<file path="src/rtl/if_id_buf.sv">
// Fetch-to-decode pipeline buffer: a main entry feeding ID plus a one-entry skid
// register, so if_ready comes straight from a flop instead of depending on id_ready.
module if_id_buf #(
  parameter int                    PC_WIDTH   = 64,
  parameter int                    INST_WIDTH = 32,
  parameter logic [INST_WIDTH-1:0] NOP_INST   = 32'h00000013
) (
  input  logic                  clock,
  input  logic                  reset,
  input  logic                  flush,
  input  logic                  fetch_valid,
  input  logic [PC_WIDTH-1:0]   fetch_pc,
  input  logic [INST_WIDTH-1:0] fetch_instr,
  output logic                  if_ready,
  input  logic                  id_ready,
  output logic                  if_valid,
  output logic [PC_WIDTH-1:0]   ID_pc,
  output logic [INST_WIDTH-1:0] ID_instr,
  output logic                  skid_full
);

  logic                  m_v;
  logic [PC_WIDTH-1:0]   m_pc;
  logic [INST_WIDTH-1:0] m_instr;
  logic                  s_v;
  logic [PC_WIDTH-1:0]   s_pc;
  logic [INST_WIDTH-1:0] s_instr;

  logic acc;
  logic drn;
  logic free;

  assign if_ready  = ~s_v | flush;
  assign if_valid  = m_v;
  assign skid_full = s_v;
  assign ID_pc     = m_v ? m_pc : '0;
  assign ID_instr  = m_v ? m_instr : NOP_INST;

  assign acc  = fetch_valid & if_ready;
  assign drn  = m_v & id_ready;
  assign free = ~m_v | drn;

  // The skid entry is always older than the incoming word, so it refills main first.
  always_ff @(posedge clock) begin
    if (reset) begin
      m_v     <= 1'b0;
      m_pc    <= '0;
      m_instr <= NOP_INST;
      s_v     <= 1'b0;
      s_pc    <= '0;
      s_instr <= NOP_INST;
    end else if (flush) begin
      m_v <= 1'b0;
      s_v <= 1'b0;
    end else if (free) begin
      if (s_v) begin
        m_v     <= 1'b1;
        m_pc    <= s_pc;
        m_instr <= s_instr;
        if (acc) begin
          s_pc    <= fetch_pc;
          s_instr <= fetch_instr;
        end else begin
          s_v <= 1'b0;
        end
      end else if (acc) begin
        m_v     <= 1'b1;
        m_pc    <= fetch_pc;
        m_instr <= fetch_instr;
      end else begin
        m_v <= 1'b0;
      end
    end else if (acc) begin
      s_v     <= 1'b1;
      s_pc    <= fetch_pc;
      s_instr <= fetch_instr;
    end
  end

endmodule

</file>
<file path="config.mk">
export PLATFORM = sky130hd
export DESIGN_NAME = if_id_buf
export DESIGN_NICKNAME = d
export VERILOG_FILES = /design/src/rtl/if_id_buf.sv
export SDC_FILE = /design/constraint.sdc
export NUM_CORES = 1
export LEC_CHECK = 0
export CAP_MARGIN = 20
export CORE_UTILIZATION = 50
export DETAILED_ROUTE_END_ITERATION = 7
export PLACE_DENSITY = 0.8
export SYNTH_ARGS = -nofsm -noshare
export SYNTH_HDL_FRONTEND = slang
export SYNTH_SLANG_ARGS = --single-unit
</file>
<file path="constraint.sdc">
create_clock -name clock -period 4 [get_ports clock]
set_input_delay 0.6 -clock clock [delete_from_list [all_inputs] [get_ports clock]]
set_output_delay 0.6 -clock clock [all_outputs]
set_load 0.05 [all_outputs]
</file>
==> results.md, run 1 <==
- Cell Chain, Critical Path: buf_12 -> and2_1 -> clkdlybuf4s50_1
- Yosys cell types: 18
- Warnings from Yosys: 0
- Clock Sinks: 194
- Min-delay worst type: register to register
- Die area: 20,800 um2
- Share of post-route cells with drive strength above 1: 15.3%
- Most frequent cells in the layout: 197 x clkdlybuf4s50_1, 192 x dfxtp_1, 191 x nand2b_1
- Final worst path period share: 78.1%
- Synth top area share: 38.3%
- Syn nets: 1,177
- Final setup violating endpoints: 0
- FF-to-FF path depth: 4
- Via count: 7,819
- GRT Util Overall: 23.2%
- Util after Layout: 64.9%
- FF+latch area: 3890 um2
- Area of the multi-input gates: 5440 um2
- Fill count: 1,609
- R2r startpoint: if_valid$_SDFFE_PP0P_
- Largest net degree at the start of global routing: 166
- Number of diodes: 0
- Setup tns final: 0 ns
- Clk_lat worst skew: 0.44 ns
- Crit-path slowest cell: dfxtp_2
- Post-route ant nets: 0
- Initial Util: 51.5%
- Average cell area after synthesis: 9.41 um2
- CP max FO: 53
- Hold Fails Final Rpt: 0
- Hold worst-path end: m_pc[42]$_SDFFE_PP0P_
- Static Leak: 4.30 nW
- Tot Pwr: 4.47 mW
- Worst Path Required: 3.40 ns
- Synth area leader: dfxtp_1
- Max Freq: 320 MHz
- Chip height: 144 um
- Hold_sp: m_pc[42]$_SDFFE_PP0P_
- IO Port Bufs: 199
- Pwr/cell area: 350 nW/um2
- Most common cell after layout, fill and taps aside: clkdlybuf4s50_1
- Worst rel slew slack: 26.2%
- RR Endpoint: m_pc[28]$_SDFFE_PP0P_
- Cts bufs inserted: 17
- RSZ-0062 raised after global routing: no
- Sequential area share after synthesis: 38.3%
- Die Wd: 144 um
- Max Cap Violations: 0
- Depth of the worst hold-timing path: 2
- Nets: 1,301
- Layout area overhead: 26.0%
- Setup Fix Bufs, Post-CTS: 0
- Fin. max-slew vios: 0
- Setup Crit Path Kind: register to output port
- Worst Max-Slew Pin Slew: 1.11 ns
- CTS H-tree lvls: 4
- Drt wl/cell: 16.0 um
- PostCTS Resize Cnt: 0
- Initial antenna violation count: 2
- First-pass GRT wire length: 38,200 um
- I/O pin total: 200
- Core area: 19,700 um2
- DRC violations left: 0
- Synth Instances: 1,076
- Synth Cell Area: 10,100 um2
- Status: complete, no violations
- # rows: 51
- Worst clock skew: 0.00993 ns
- Max VDD drop: 0.273 mV
- Vias/cell: 5.29
- Total iterations of the first detailed-routing run: 4
- CP arrival: 2.52 ns
- # hold bufs at CTS: 0
- Worst R2R Setup Slack: 1.41 ns
- Post-detail-place hpwl: 14,200 um
- Clk slew on worst S/H paths: 0.07 ns
- CTS root buf: clkbuf_16
- RD Place Congestion: 0.727
- Vias in the first global route: 7,566
- Yosys reg bits: 194
- Worst path max stage delay: 0.81 ns
- Element type at the critical path end: output port
- Worst setup SP type: register
- CTS tree: yes
- Routed WL: 23,700 um
- CTS max path bufs: 2
- Iteration-0 DRC Markers: 493
- Delay-heaviest family, CP: buffers and inverters
- Main area contributors after synthesis: dfxtp_1 38%, nand2b_1 12%, mux2_2 10%, mux2i_1 9.8%, nor4_1 5.8%
- Worst Path Buf+Inv: 2
- Final min period: 3.12 ns
- GRT overflow: 0
-- cells by family (layout without fill, tap and decap cells) --
family / after synthesis / after routing / synth area share [%]
flops: 194 / 194 / 38.3
compound gates: 97 / 97 / 9.17
simple gates: 394 / 394 / 24.1
buf+inv: 199 / 336 / 8.26
mux: 192 / 192 / 20.1
-- report_power, final --
part | internal [mW] | switching, mW | total, mW
combinational | 0.280 | 0.295 | 0.575
clock | 1.02 | 0.828 | 1.85
sequential | 2.01 | 0.0449 | 2.05
total | 3.30 | 1.17 | 4.47
-- layout make-up --
type / instances / area share [%]
sequential: 194 / 30.5
clock buffer: 17 / 3.33
tap: 265 / 2.60
inverter: 93 / 2.73
multi-input combinational: 683 / 42.6
clock inverter: 15 / 1.68
timing repair buffer: 211 / 16.6
-- synthesized netlist by cell type --
cell	n
a211oi_1	57
clkbuf_1	77
mux2i_1	99
buf_2	18
and2_1	93
or3_1	1
nand2b_1	191
nor2b_1	4
inv_1	93
nor4_1	94
dfxtp_1	194
a211oi_2	40
nor4b_1	1
buf_6	8
buf_4	2
mux2_2	93
nor2_1	10
buf_1	1
-- registers in the layout, indices dropped and copies added, names as in the netlist --
name and flops:
m_pc 64, s_pc 64, m_instr 32, s_instr 32, if_valid 1, skid_full 1
-- worst max-delay path by stage --
stage / end / start / depth (start not counted)
global placement: ID_pc[31] / if_valid$_SDFFE_PP0P_ / 3
CTS: ID_pc[15] / if_valid$_SDFFE_PP0P_ / 3
finish: ID_pc[15] / if_valid$_SDFFE_PP0P_ / 3
global route: ID_pc[23] / if_valid$_SDFFE_PP0P_ / 3
floorplan: if_ready / flush / 4
detailed placement: ID_pc[15] / if_valid$_SDFFE_PP0P_ / 3
-- metrics by stage --
| stage | hold slack [ns] | setup slack (ns) | instances | instance area, um2 |
|---|---|---|---|---|
| finish | 0.459 | 0.877 | 1478 | 12800 |
| global route | 0.468 | 0.686 | 1478 | 12800 |
| CTS | 0.458 | 0.783 | 1478 | 12800 |
| detailed placement | 0.439 | 1.27 | 1446 | 12100 |
| global placement | 0.439 | 1.27 | 1446 | 12100 |
| floorplan | 0.429 | 1.58 | 1076 | 10100 |
-- metal layers --
metal	vias to the layer above	routed length, um	track usage, %
met5	-	11	0
met4	2	212	6.09
met3	19	1360	5.26
met2	196	11000	38.8
met1	3688	11100	30.0
li1	3914	-	-
-- worst min-delay path, cell delays in order, from the launching register on --
cell      delay (ns)
dfxtp_1         0.31
inv_1           0.05
a211oi_1        0.05
Note: power is estimated with default switching activity, not from simulation.
==> run 2: changes to the inputs <==
- CORE_UTILIZATION: 50 -> 47
- PLACE_DENSITY: 0.8 -> 0.79
- clock period: 4 -> 2.6 ns (I/O delays scaled with it)
==> run 2 against run 1 <==
Effect of this change: non-clock buffer count up 13; clock skew is 0.0029 ns higher; hold slack worse by 0.029 ns; first-iteration DRC count down 12%; sequential cell count did not move; count of clock-buffer cells in the layout rose by 2; total power rose by 60%; combinational power up 60%; critical path depth stayed put.
==> results.md, run 2 (synthesis gave the netlist of run 1 again) <==
- Tot Pwr: 7.15 mW (was 4.47 mW)
- Worst setup SP type: register (unchanged)
- Initial Util: 48.0% (was 51.5%)
- Final min period: 2.42 ns
- CTS max path bufs: 2 (unchanged)
- Worst path max stage delay: 0.71 ns (was 0.81 ns)
- Die area: 22,100 um2 (was 20,800 um2)
- Max Freq: 413 MHz
- Static Leak: 5.33 nW (was 4.30 nW)
- Final worst path period share: 93.2%
- Core area: 21,100 um2 (was 19,700 um2)
- Clock Sinks: 194 (unchanged)
- Initial antenna violation count: 1 (was 2)
- Setup tns final: 0 ns (unchanged)
- # hold bufs at CTS: 0 (unchanged)
- GRT busiest layer: met2 (unchanged)
- DRC violations left: 0 (unchanged)
- Util after Layout: 61.7% (was 64.9%)
- Min-delay worst type: input port to register (was register to register)
- Cell Chain, Critical Path: buf_12 -> nand2b_1 -> clkdlybuf4s50_1 (was buf_12 -> and2_1 -> clkdlybuf4s50_1)
- Drt wl/cell: 16.7 um (was 16.0 um)
- Max VDD drop: 0.447 mV (was 0.273 mV)
- Nets: 1,314 (was 1,301)
- Pwr/cell area: 549 nW/um2 (was 350 nW/um2)
- M2 GR Usage: 38.7% (was 38.8%)
- Most frequent cells in the layout: 192 x dfxtp_1, 191 x nand2b_1, 102 x clkdlybuf4s50_1 (was 197 x clkdlybuf4s50_1, 192 x dfxtp_1, 191 x nand2b_1)
- Total iterations of the first detailed-routing run: 4 (unchanged)
- Setup Fix Bufs, Post-CTS: 0 (unchanged)
- Crit-path slowest cell: clkdlybuf4s50_1 (was dfxtp_2)
- Setup Crit Path Kind: register to output port (unchanged)
- Worst Path Required: 2.21 ns (was 3.40 ns)
- Largest regs: m_pc (64), s_pc (64) (unchanged)
- CP max FO: 36 (was 53)
- Hold Fails Final Rpt: 0 (unchanged)
- CTS H-tree lvls: 4 (unchanged)
- RSZ-0062 raised after global routing: no (unchanged)
- IO Port Bufs: 199 (unchanged)
- Clk slew on worst S/H paths: 0.07 ns (about the same)
- Grt met3 use: 5.29% (was 5.26%)
- Status: complete, no violations (unchanged)
- CP arrival: 2.03 ns (was 2.52 ns)
- Die Wd: 149 um (was 144 um)
- Most common cell after layout, fill and taps aside: dfxtp_1 (was clkdlybuf4s50_1)
- Final setup violating endpoints: 0 (unchanged)
- Number of diodes: 0 (unchanged)
- Chip height: 149 um (was 144 um)
- Vias in the first global route: 7,911 (was 7,566)
- Share of post-route cells with drive strength above 1: 20.1% (was 15.3%)
- Post-route ant nets: 0 (unchanged)
- Layout area overhead: 28.4% (was 26.0%)
- Max Cap Violations: 0 (unchanged)
- Cts bufs inserted: 17 (unchanged)
- Fill count: 1,774 (was 1,609)
- Worst clock skew: 0.0128 ns (was 0.00993 ns)
- Fin. max-slew vios: 0 (unchanged)
- Worst rel slew slack: 62.6% (was 26.2%)
- # rows: 53 (was 51)
- Via count: 8,042 (was 7,819)
- First-pass GRT wire length: 40,100 um (was 38,200 um)
- RD Place Congestion: 0.753 (was 0.727)
- Post-detail-place hpwl: 15,200 um (was 14,200 um)
- Worst Max-Slew Pin Slew: 0.561 ns (was 1.11 ns)
- M1 GR Usage: 28.6% (was 30.0%)
- CTS root buf: clkbuf_16 (unchanged)
- Routed WL: 25,100 um (was 23,700 um)
- Largest net degree at the start of global routing: 96 (was 166)
- I/O pin total: 200 (unchanged)
- Element type at the critical path end: output port (unchanged)
- CTS tree: yes (unchanged)
- Clk_lat worst skew: 0.43 ns (was 0.44 ns)
- Iteration-0 DRC Markers: 436 (was 493)
- GRT overflow: 0 (unchanged)
- GRT Util Overall: 22.7% (was 23.2%)
- Vias/cell: 5.36 (was 5.29)
==> run 2: repair_timing <==
item,in CTS,in global routing
endpoints found under the setup margin,1,44
resized for setup,1,44
pin swaps,0,0
==> run 2: final timing paths <==
path	startpoint	endpoint	slack, ns	cells past startpoint
worst max register to register	skid_full$_SDFFE_PP0P_	m_pc[52]$_SDFFE_PP0P_	0.60	4
worst min-delay path	reset	m_pc[15]$_SDFFE_PP0P_	0.43	2
worst min register to register	m_pc[35]$_SDFFE_PP0P_	m_pc[35]$_SDFFE_PP0P_	0.45	2
worst max-delay path	if_valid$_SDFFE_PP0P_	ID_instr[1]	0.18	3
==> run 2: power breakdown <==
| part | internal (mW) | switching (mW) |
|---|---|---|
| Sequential | 3.09 | 0.0601 |
| Clock | 1.86 | 1.22 |
| Combinational | 0.444 | 0.477 |
| Total | 5.39 | 1.76 |
==> run 2: layer usage <==
metal  vias up  part of all wire [%]
met1      3889                    46
met3        21                   5.4
met2       187                    48
met4         2                  0.95
met5         -                 0.044
li1       3943                     -
==> run 2: metrics by stage <==
step	setup slack, ns	hold slack (ns)	std cells	area [um2]
after global placement	0.367	0.440	1469	12200
final	0.176	0.430	1501	13000
after global routing	0.0507	0.452	1501	13000
after CTS	0.00840	0.430	1501	12900
after floorplan	0.538	0.429	1076	10100
after detailed placement	0.345	0.442	1469	12200
==> run 2: layout make-up <==
class | instances | area, um2 | area share (%)
clock buffer | 19 | 443 | 3.41
clock inverter | 13 | 244 | 1.88
inverter | 93 | 349 | 2.68
multi-input combinational | 683 | 5440 | 41.8
sequential | 194 | 3890 | 29.9
tap | 275 | 344 | 2.65
timing repair buffer | 224 | 2300 | 17.7
==> run 2: worst max-delay path, delay by kind of cell (launching register included) <==
kind                   cells  cell delay, ns
buffers and inverters      2            0.95
flip-flops                 1            0.55
AND/OR/NAND/NOR            1            0.11
==> run 3: changes to the inputs <==
- SLEW_MARGIN: unset -> 30
==> results of run 3 <==
The final DEF is identical to that of run 2; final timing and power are the same.
